### config.mk
export PLATFORM = sky130hd
export DESIGN_NAME = lifo_stack_flat
export DESIGN_NICKNAME = d
export VERILOG_FILES = /design/src/rtl/lifo_stack_pkg.sv /design/src/rtl/lifo_stack_if.sv /design/src/rtl/lifo_stack_mem.sv /design/src/rtl/lifo_stack.sv /design/src/flat_wrapper.sv
export SDC_FILE = /design/constraint.sdc
export NUM_CORES = 1
export LEC_CHECK = 0
export BUFFER_PORTS_ARGS = -buffer_cell sky130_fd_sc_hd__buf_2
export CAP_MARGIN = 0
export CORE_ASPECT_RATIO = 0.5
export CORE_MARGIN = 2
export CORE_UTILIZATION = 40
export CTS_CLUSTER_DIAMETER = 100
export DETAILED_ROUTE_END_ITERATION = 7
export PLACE_DENSITY = 0.71
export SLEW_MARGIN = 40
export SYNTH_ARGS = -nofsm -noshare
export SYNTH_HDL_FRONTEND = slang
export SYNTH_HIERARCHICAL = 1
export SYNTH_SLANG_ARGS = --single-unit
### constraint.sdc
create_clock -name clk -period 2.05 [get_ports clk]
set_clock_uncertainty 0.05 [all_clocks]
set_input_delay 0.1025 -clock clk [delete_from_list [all_inputs] [get_ports clk]]
set_output_delay 0.1025 -clock clk [all_outputs]
set_load 0.02 [all_outputs]
### src/rtl/lifo_stack_pkg.sv
// Shared sizing defaults and the occupancy-pointer width helper for lifo_stack.
package lifo_stack_pkg;

    localparam int DEFAULT_WIDTH = 8;
    localparam int DEFAULT_DEPTH = 3;

    // Pointer counts 0..DEPTH inclusive, so it needs one more code than DEPTH.
    function automatic int ptr_width(input int depth);
        return $clog2(depth + 1);
    endfunction

endpackage

### src/rtl/lifo_stack_if.sv
// Push/pop strobes, data and status flags between a stack user (master) and lifo_stack (slave).
// err exists only when LIFO_STACK_ERR_EN is defined.
interface lifo_stack_if #(parameter int WIDTH = 8);

    logic             push;
    logic             pop;
    logic [WIDTH-1:0] data_in;
    logic [WIDTH-1:0] data_out;
    logic             full;
    logic             empty;
`ifdef LIFO_STACK_ERR_EN
    logic             err;
`endif

    modport master (
        output push, pop, data_in,
        input  data_out, full, empty
`ifdef LIFO_STACK_ERR_EN
        , input err
`endif
    );

    modport slave (
        input  push, pop, data_in,
        output data_out, full, empty
`ifdef LIFO_STACK_ERR_EN
        , output err
`endif
    );

endinterface

### src/rtl/lifo_stack_mem.sv
// DEPTH x WIDTH register file: one synchronous write port, one combinational read port.
// Out-of-range indices write nothing and read as zero.
module lifo_stack_mem #(
    parameter int WIDTH = 8,
    parameter int DEPTH = 3,
    parameter int IW    = 2
) (
    input  logic             clk,
    input  logic             wr_en,
    input  logic [IW-1:0]    wr_idx,
    input  logic [WIDTH-1:0] wr_data,
    input  logic [IW-1:0]    rd_idx,
    output logic [WIDTH-1:0] rd_data
);

    logic [WIDTH-1:0] regs [DEPTH];

    always_ff @(posedge clk) begin
        if (wr_en && (int'(wr_idx) < DEPTH)) begin
            regs[wr_idx] <= wr_data;
        end
    end

    assign rd_data = (int'(rd_idx) < DEPTH) ? regs[rd_idx] : '0;

endmodule

### src/rtl/lifo_stack.sv
// DEPTH-entry LIFO with registered pop data (1 edge) and flags from the registered pointer.
// No backpressure: push-when-full / pop-when-empty are dropped; LIFO_STACK_ERR_EN adds a sticky err flag.
module lifo_stack
    import lifo_stack_pkg::*;
#(
    parameter int WIDTH = DEFAULT_WIDTH,
    parameter int DEPTH = DEFAULT_DEPTH
) (
    input  logic      clk,
    input  logic      rst,
    lifo_stack_if.slave bus
);

    localparam int PW = ptr_width(DEPTH);

    logic [PW-1:0]    pointer;
    logic [PW-1:0]    top_idx;
    logic [PW-1:0]    wr_idx;
    logic [WIDTH-1:0] top_word;
    logic [WIDTH-1:0] data_out_q;
    logic             full;
    logic             empty;
    logic             do_push;
    logic             do_pop;
    logic             do_replace;
    logic             pop_taken;
    logic             wr_en;

    assign full    = (pointer == PW'(DEPTH));
    assign empty   = (pointer == '0);
    assign top_idx = pointer - PW'(1);

    always_comb begin
        do_replace = bus.push && bus.pop && !empty;
        // push+pop on an empty stack degrades to a plain push
        do_push    = bus.push && !full && (!bus.pop || empty);
        do_pop     = bus.pop && !bus.push && !empty;
        pop_taken  = bus.pop && !empty;
        wr_en      = rst && (do_push || do_replace);
        wr_idx     = do_replace ? top_idx : pointer;
    end

    lifo_stack_mem #(
        .WIDTH (WIDTH),
        .DEPTH (DEPTH),
        .IW    (PW)
    ) u_mem (
        .clk     (clk),
        .wr_en   (wr_en),
        .wr_idx  (wr_idx),
        .wr_data (bus.data_in),
        .rd_idx  (top_idx),
        .rd_data (top_word)
    );

    always_ff @(posedge clk) begin
        if (!rst) begin
            pointer    <= '0;
            data_out_q <= '0;
        end else begin
            if (do_push) begin
                pointer <= pointer + PW'(1);
            end else if (do_pop) begin
                pointer <= pointer - PW'(1);
            end
            if (pop_taken) begin
                data_out_q <= top_word;
            end
        end
    end

    assign bus.data_out = data_out_q;
    assign bus.full     = full;
    assign bus.empty    = empty;

`ifdef LIFO_STACK_ERR_EN
    logic err_q;

    always_ff @(posedge clk) begin
        if (!rst) begin
            err_q <= 1'b0;
        end else if ((bus.push && !bus.pop && full) || (bus.pop && empty)) begin
            err_q <= 1'b1;
        end
    end

    assign bus.err = err_q;
`endif

endmodule

### src/flat_wrapper.sv
// flat-port wrapper written by rule: the top's interface ports become plain ports
module lifo_stack_flat import lifo_stack_pkg::*;
#(
    parameter int WIDTH = DEFAULT_WIDTH,
    parameter int DEPTH = DEFAULT_DEPTH
)
  (clk, rst, bus_push, bus_pop, bus_data_in, bus_data_out, bus_full, bus_empty);
  lifo_stack_if #(.WIDTH(WIDTH)) bus_i ();
  input  logic clk;
  input  logic rst;
  input wire logic [$bits(bus_i.push)-1:0] bus_push;
  input wire logic [$bits(bus_i.pop)-1:0] bus_pop;
  input wire logic [$bits(bus_i.data_in)-1:0] bus_data_in;
  output wire logic [$bits(bus_i.data_out)-1:0] bus_data_out;
  output wire logic [$bits(bus_i.full)-1:0] bus_full;
  output wire logic [$bits(bus_i.empty)-1:0] bus_empty;
  assign bus_i.push = bus_push;
  assign bus_i.pop = bus_pop;
  assign bus_i.data_in = bus_data_in;
  assign bus_data_out = bus_i.data_out;
  assign bus_full = bus_i.full;
  assign bus_empty = bus_i.empty;
  lifo_stack #(.WIDTH(WIDTH), .DEPTH(DEPTH)) u_core (.clk(clk), .rst(rst), .bus(bus_i));
endmodule
==> results.toml, run 1 <==
[cells_and_area]
n_antenna_cell = 0
area_growth_pct = 30.40
instances_no_fill = 202
drive_above_1_share = 0.3377
finalNetCount = 165
finish.utilization = 0.5503

[logic_synthesis]
syn_area_um2 = 1465
synth_top_area_cell = "edfxtp_1"
syn_inst = 110
ys_ff_latch = 34
ys_seq_area_frac = 0.6285
synthDistinctLibCells = 26
yosysMostFrequentCell = "edfxtp_1"
synth_edf_count = 24
ys_top_cells_by_count = "edfxtp_1 (24), nand2_1 (22), dfxtp_1 (10), mux2i_1 (10), o2bb2ai_1 (8)"
yosysWarnings = 6
async_reset_ff_frac = 0
avgSynthCellArea_um2 = 13.32
synthesis.nets = 125
yosys.area.top_type_share = 0.4919
ys.flop_type = "edfxtp_1"
synth.area.top_cells = "edfxtp_1 (49%), dfxtp_1 (14%), mux2i_1 (6.8%)"

[grt]
grt_first_pass_wirelength_um = 3995
antenna_found_initial = 0
grtUsageTotal = 0.1391
grt_pass1_vias = 817
grt_overflow = 0
grt_max_degree = 13

[outcome]
status = "complete, no violations"

[pwr]
ir_drop_mv = 0.3347
p_int_w = 0.001491
power_frac_comb = 0.375
p_leak_nw = 0.7560
power_density_nw_per_um2 = 1166
p_seq_frac = 0.396
clockPowerShare = 0.229
p_sw_w = 0.0007367
switching_share = 0.3307

[floorplanning]
rows = 15
num_io_pins = 22
die_y_um = 46.80
die_w_um = 89.59
initial_core_util = 0.4220
coreArea_um2 = 3472
dieArea_um2 = 4192

[setup_path]
cp.required_ps = 2000
cp-start-kind = "register"
critPathArrivalTime_ps = 1910
r2r_end = "u_core/u_mem/regs[1][2]"
r2r_cells = 6
r2r_start = "u_core/pointer[1]"
cp_max_fo = 8
r2r_setup_slack_ps = 90
critPathKind = "reg2reg"
end_kind = "register"

[timing]
setup_violations = 0
hold_viol = 0
period_share = 0.9555
slew_viol_final = 0
worstMarginPinSlew_ps = 284.4
relSlewSlack = 0.8098
whs_ps = 108.1
layout_setup_ws_ps = 91.29
timing.final.crit_period_ps = 1959
clock.fmax_ghz = 0.5105

[worst_hold_path]
whs_endpoint = "u_core/pointer[1]"
hold_depth = 2
min-delay-start = "rst"
hold_class = "in2reg"

[route]
wl_per_cell_um = 13.29
vias = 948
drt.antenna.violating_nets = 0
routed_wl_um = 2684
drt-initial-drc-count = 65
drt_first_pass_iters = 5
drc = 0
viasPerCell = 4.693

[clock_tree]
clk_pin_slew_ps = 70
tritoncts = "yes"
htree_num_levels = 2
clk_latency_ps = 280
cts_buffer_depth = 2
clock_sinks = 34
cts_buffers = 5
root_buffer = "clkbuf_8"

[run]
cap_violations = 0

[placed_design]
preCtsSetupSlack_ps = 29.37
dp.cells = 185
io_buffers = 21
place.detailed.hpwl_um = 1781
routabilityCongestion = 0.8013
sequential cells by signal, summed over array words and instances (netlist names):
register,count
u_core/u_mem/regs,24
u_core/bus.data_out,8
u_core/pointer,2
cell usage in the layout (no fill, tap or decap):
| cell | count |
|---|---|
| a211oi_1 | 1 |
| a21boi_0 | 3 |
| a21boi_1 | 5 |
| a21boi_2 | 1 |
| a21oi_1 | 1 |
| and3_1 | 1 |
| and3b_2 | 1 |
| buf_12 | 3 |
| buf_2 | 21 |
| buf_4 | 7 |
| clkbuf_8 | 6 |
| clkinv_2 | 1 |
| clkinvlp_4 | 1 |
| dfxtp_1 | 9 |
| dfxtp_2 | 1 |
| dlygate4sd3_1 | 8 |
| edfxtp_1 | 24 |
| ha_1 | 1 |
| ha_2 | 2 |
| inv_1 | 3 |
| mux2i_1 | 10 |
| nand2_1 | 22 |
| nand2b_1 | 1 |
| nand3b_1 | 1 |
| nor2_2 | 1 |
| nor2b_1 | 1 |
| nor2b_4 | 2 |
| nor3b_4 | 2 |
| o21ai_2 | 1 |
| o2bb2ai_1 | 8 |
| o31a_1 | 1 |
| xnor2_2 | 1 |
layer usage:
layer,global-route usage,vias to the layer above,routed length [um]
met5,0,-,0
met4,0.08060,0,42
met1,0.1824,444,1309
met2,0.2147,27,1213
li1,-,473,-
met3,0.03691,4,118
metrics by stage:
stage | area [um2] | power, W | TNS [ps]
5_1_grt | 1911 | 0.002353 | -21.55
3_3_place_gp | 1708 | 0.001668 | 0
4_1_cts | 1883 | 0.002198 | 0
2_1_floorplan | 1481 | 0.001458 | 0
3_5_place_dp | 1708 | 0.001677 | 0
6_report | 1911 | 0.002228 | 0
how the worst max path moves through the flow:
stage	startpoint	end	slack [ps]	cells past startpoint
CTS	u_core/pointer[1]	u_core/u_mem/regs[1][5]	5	6
floorplan	u_core/pointer[0]	u_core/u_mem/regs[0][0]	30	7
detailed placement	u_core/pointer[1]	u_core/u_mem/regs[1][3]	30	6
global route	u_core/pointer[1]	u_core/u_mem/regs[1][7]	-7	6
global placement	u_core/pointer[1]	u_core/u_mem/regs[1][5]	90	6
finish	u_core/pointer[1]	u_core/u_mem/regs[1][2]	90	6
repair_timing:
action	CTS	global route
resized for setup	0	6
hold endpoints to repair	24	0
endpoints found under the setup margin	0	16
hold buffers	8	0
setup buffers	0	1
critical path, stage by stage (launching register included):
cell      delay [ps]
dfxtp_2          360
inv_1             80
ha_2             170
nand3b_1         290
xnor2_2          340
and3b_2          270
buf_12           130
final cells by class:
type / count / area, um2
Timing Repair Buffer: 39 / 297.8
Clock inverter: 2 / 12.51
Fill cell: 288 / 1562
Inverter: 3 / 11.26
Sequential cell: 34 / 922.1
Multi-Input combinational cell: 67 / 520.5
Tap cell: 51 / 63.81
Clock buffer: 6 / 82.58
logic make-up after synthesis:
logic type | count (synthesis) | share of synthesized area
XOR/XNOR | 1 | 0.005979
AND/OR/NAND/NOR | 32 | 0.1196
adder cells (fa/ha/maj) | 3 | 0.02562
multiplexers | 10 | 0.06832
buffers and inverters | 9 | 0.04013
AO/OA/AOI/OAI | 21 | 0.1119
flip-flops | 34 | 0.6285
power groups by stage:
stage	clock network (W)	registers, W	logic [W]
4_1_cts	0.000523	0.000880	0.000795
6_report	0.000510	0.000883	0.000835
2_1_floorplan	0	0.000923	0.000534
3_3_place_gp	0	0.000891	0.000777
5_1_grt	0.000555	0.000891	0.000907
3_5_place_dp	0	0.000896	0.000781
Power figures use the tool's default switching activity.
==> run 2, diff against run 1 <==
--- a/config.mk
+++ b/config.mk
@@ -9,10 +9,11 @@
 export CAP_MARGIN = 0
 export CORE_ASPECT_RATIO = 0.5
 export CORE_MARGIN = 2
-export CORE_UTILIZATION = 40
+export CORE_UTILIZATION = 49
+export CTS_BUF_LIST = sky130_fd_sc_hd__clkbuf_16
 export CTS_CLUSTER_DIAMETER = 100
 export DETAILED_ROUTE_END_ITERATION = 7
-export PLACE_DENSITY = 0.71
+export PLACE_DENSITY = 0.82
 export SLEW_MARGIN = 40
 export SYNTH_ARGS = -nofsm -noshare
 export SYNTH_HDL_FRONTEND = slang
==> results.toml, run 2 (same netlist as run 1, synthesis figures left out) <==
[outcome]
status = "complete, no violations"

[timing]
clock.fmax_ghz = 0.5003
slew_viol_final = 0
period_share = 0.9751
worstMarginPinSlew_ps = 286.1
tns_ps = 0
relSlewSlack = 0.8087
hold_viol = 0
setup_violations = 0
timing.final.crit_period_ps = 1999

[clock_tree]
tritoncts = "yes"
htree_num_levels = 2
cts_buffer_depth = 2
clock_sinks = 34
cts_buffers = 5
clk_pin_slew_ps = 50
clk_latency_ps = 270
root_buffer = "clkbuf_16"

[pwr]
p_leak_nw = 0.7728
ir_drop_mv = 0.6828
p_total_w = 0.002442
power_density_nw_per_um2 = 1274

[run]
cap_violations = 0

[placed_design]
io_buffers = 21
place.detailed.hpwl_um = 1845
place_area_um2 = 1665
routabilityCongestion = 0.8067

[worst_hold_path]
hold_class = "in2reg"

[floorplanning]
rows = 13
die_w_um = 81.33
num_io_pins = 22
coreArea_um2 = 2716
dieArea_um2 = 3470
die_y_um = 42.67
initial_core_util = 0.5394

[cells_and_area]
layout_commonest_cell = "edfxtp_1"
final_area_um2 = 1917
final_cell_mix = "edfxtp_1 (24), nand2_1 (22), buf_2 (21), mux2i_1 (10), dfxtp_1 (9)"
drive_above_1_share = 0.3179
top_register = "u_core/u_mem/regs"
finalNetCount = 165
largest_reg_flops = 24
finish.utilization = 0.7057
area_growth_pct = 30.83

[grt]
grt_pass1_vias = 1019
grt_overflow = 0
antenna_found_initial = 0
grt_max_degree = 13
grt_first_pass_wirelength_um = 4878
grtUsageTotal = 0.1993

[route]
drc = 0
drt-initial-drc-count = 63
routed_wl_um = 3153
viasPerCell = 5.259
drt_first_pass_iters = 4
vias = 994
drt.antenna.violating_nets = 0
wl_per_cell_um = 16.68

[setup_path]
cp.required_ps = 1980
cp-start-kind = "register"
cp_max_fo = 8
end_kind = "register"
critPathArrivalTime_ps = 1930
critPathKind = "reg2reg"
[run 2: area by class of cell]
class	count	area, um2
fill	177	799.5
inverter	3	11.26
multi-input combinational	67	516.7
tap	37	46.29
antenna	1	2.502
clock inverter	3	16.27
sequential	34	922.1
clock buffer	5	125.1
timing repair buffer	39	276.5
[run 2: routing by layer]
metal,part of all wire,vias up,routed length [um],global-route usage
li1,-,475,-,-
met1,0.44,478,1391,0.2426
met2,0.48,33,1511,0.3377
met3,0.055,8,172,0.05319
met4,0.025,0,78,0.08136
met5,0,-,0,0
[run 2: worst paths after layout]
| path | startpoint | cells past startpoint | slack [ps] | end |
|---|---|---|---|---|
| hold reg to reg | u_core/bus.data_out[5] | 2 | 400 | u_core/bus.data_out[5] |
| hold / removal | rst | 2 | 140 | u_core/pointer[1] |
| setup reg to reg | u_core/pointer[0] | 7 | 50 | u_core/u_mem/regs[2][4] |
| setup / recovery | u_core/pointer[0] | 7 | 50 | u_core/u_mem/regs[2][4] |
[run 2: where the power goes]
| part | internal, W | switching [W] |
|---|---|---|
| registers | 0.000849 | 0.0000391 |
| logic | 0.000359 | 0.000494 |
| clock network | 0.000442 | 0.000259 |
| total | 0.00165 | 0.000791 |
[run 2: through the flow]
| stage | setup slack [ps] | std cells | hold WS (ps) |
|---|---|---|---|
| 2_1_floorplan | 25.14 | 110 | 151.4 |
| 4_1_cts | 8.473 | 186 | 2.640 |
| 3_5_place_dp | 54.97 | 171 | 259.0 |
| 6_report | 51.11 | 189 | 135.5 |
| 5_1_grt | -16.20 | 188 | 138.4 |
| 3_3_place_gp | 113.5 | 171 | 257.6 |
[run 2: timing repair]
item                       4_1_cts  5_1_grt
hold endpoints to repair        21        1
buffers inserted                 0        1
hold buffers                     7        1
setup endpoints to repair        0       24
resized for setup                0        5
[run 2: worst max-delay path: stages, from the launching register on]
cell and delay (ps):
dfxtp_1 340, inv_1 90, ha_1 230, nand3b_1 310, xnor2_2 250, buf_4 160, nor2_2 130, buf_6 160
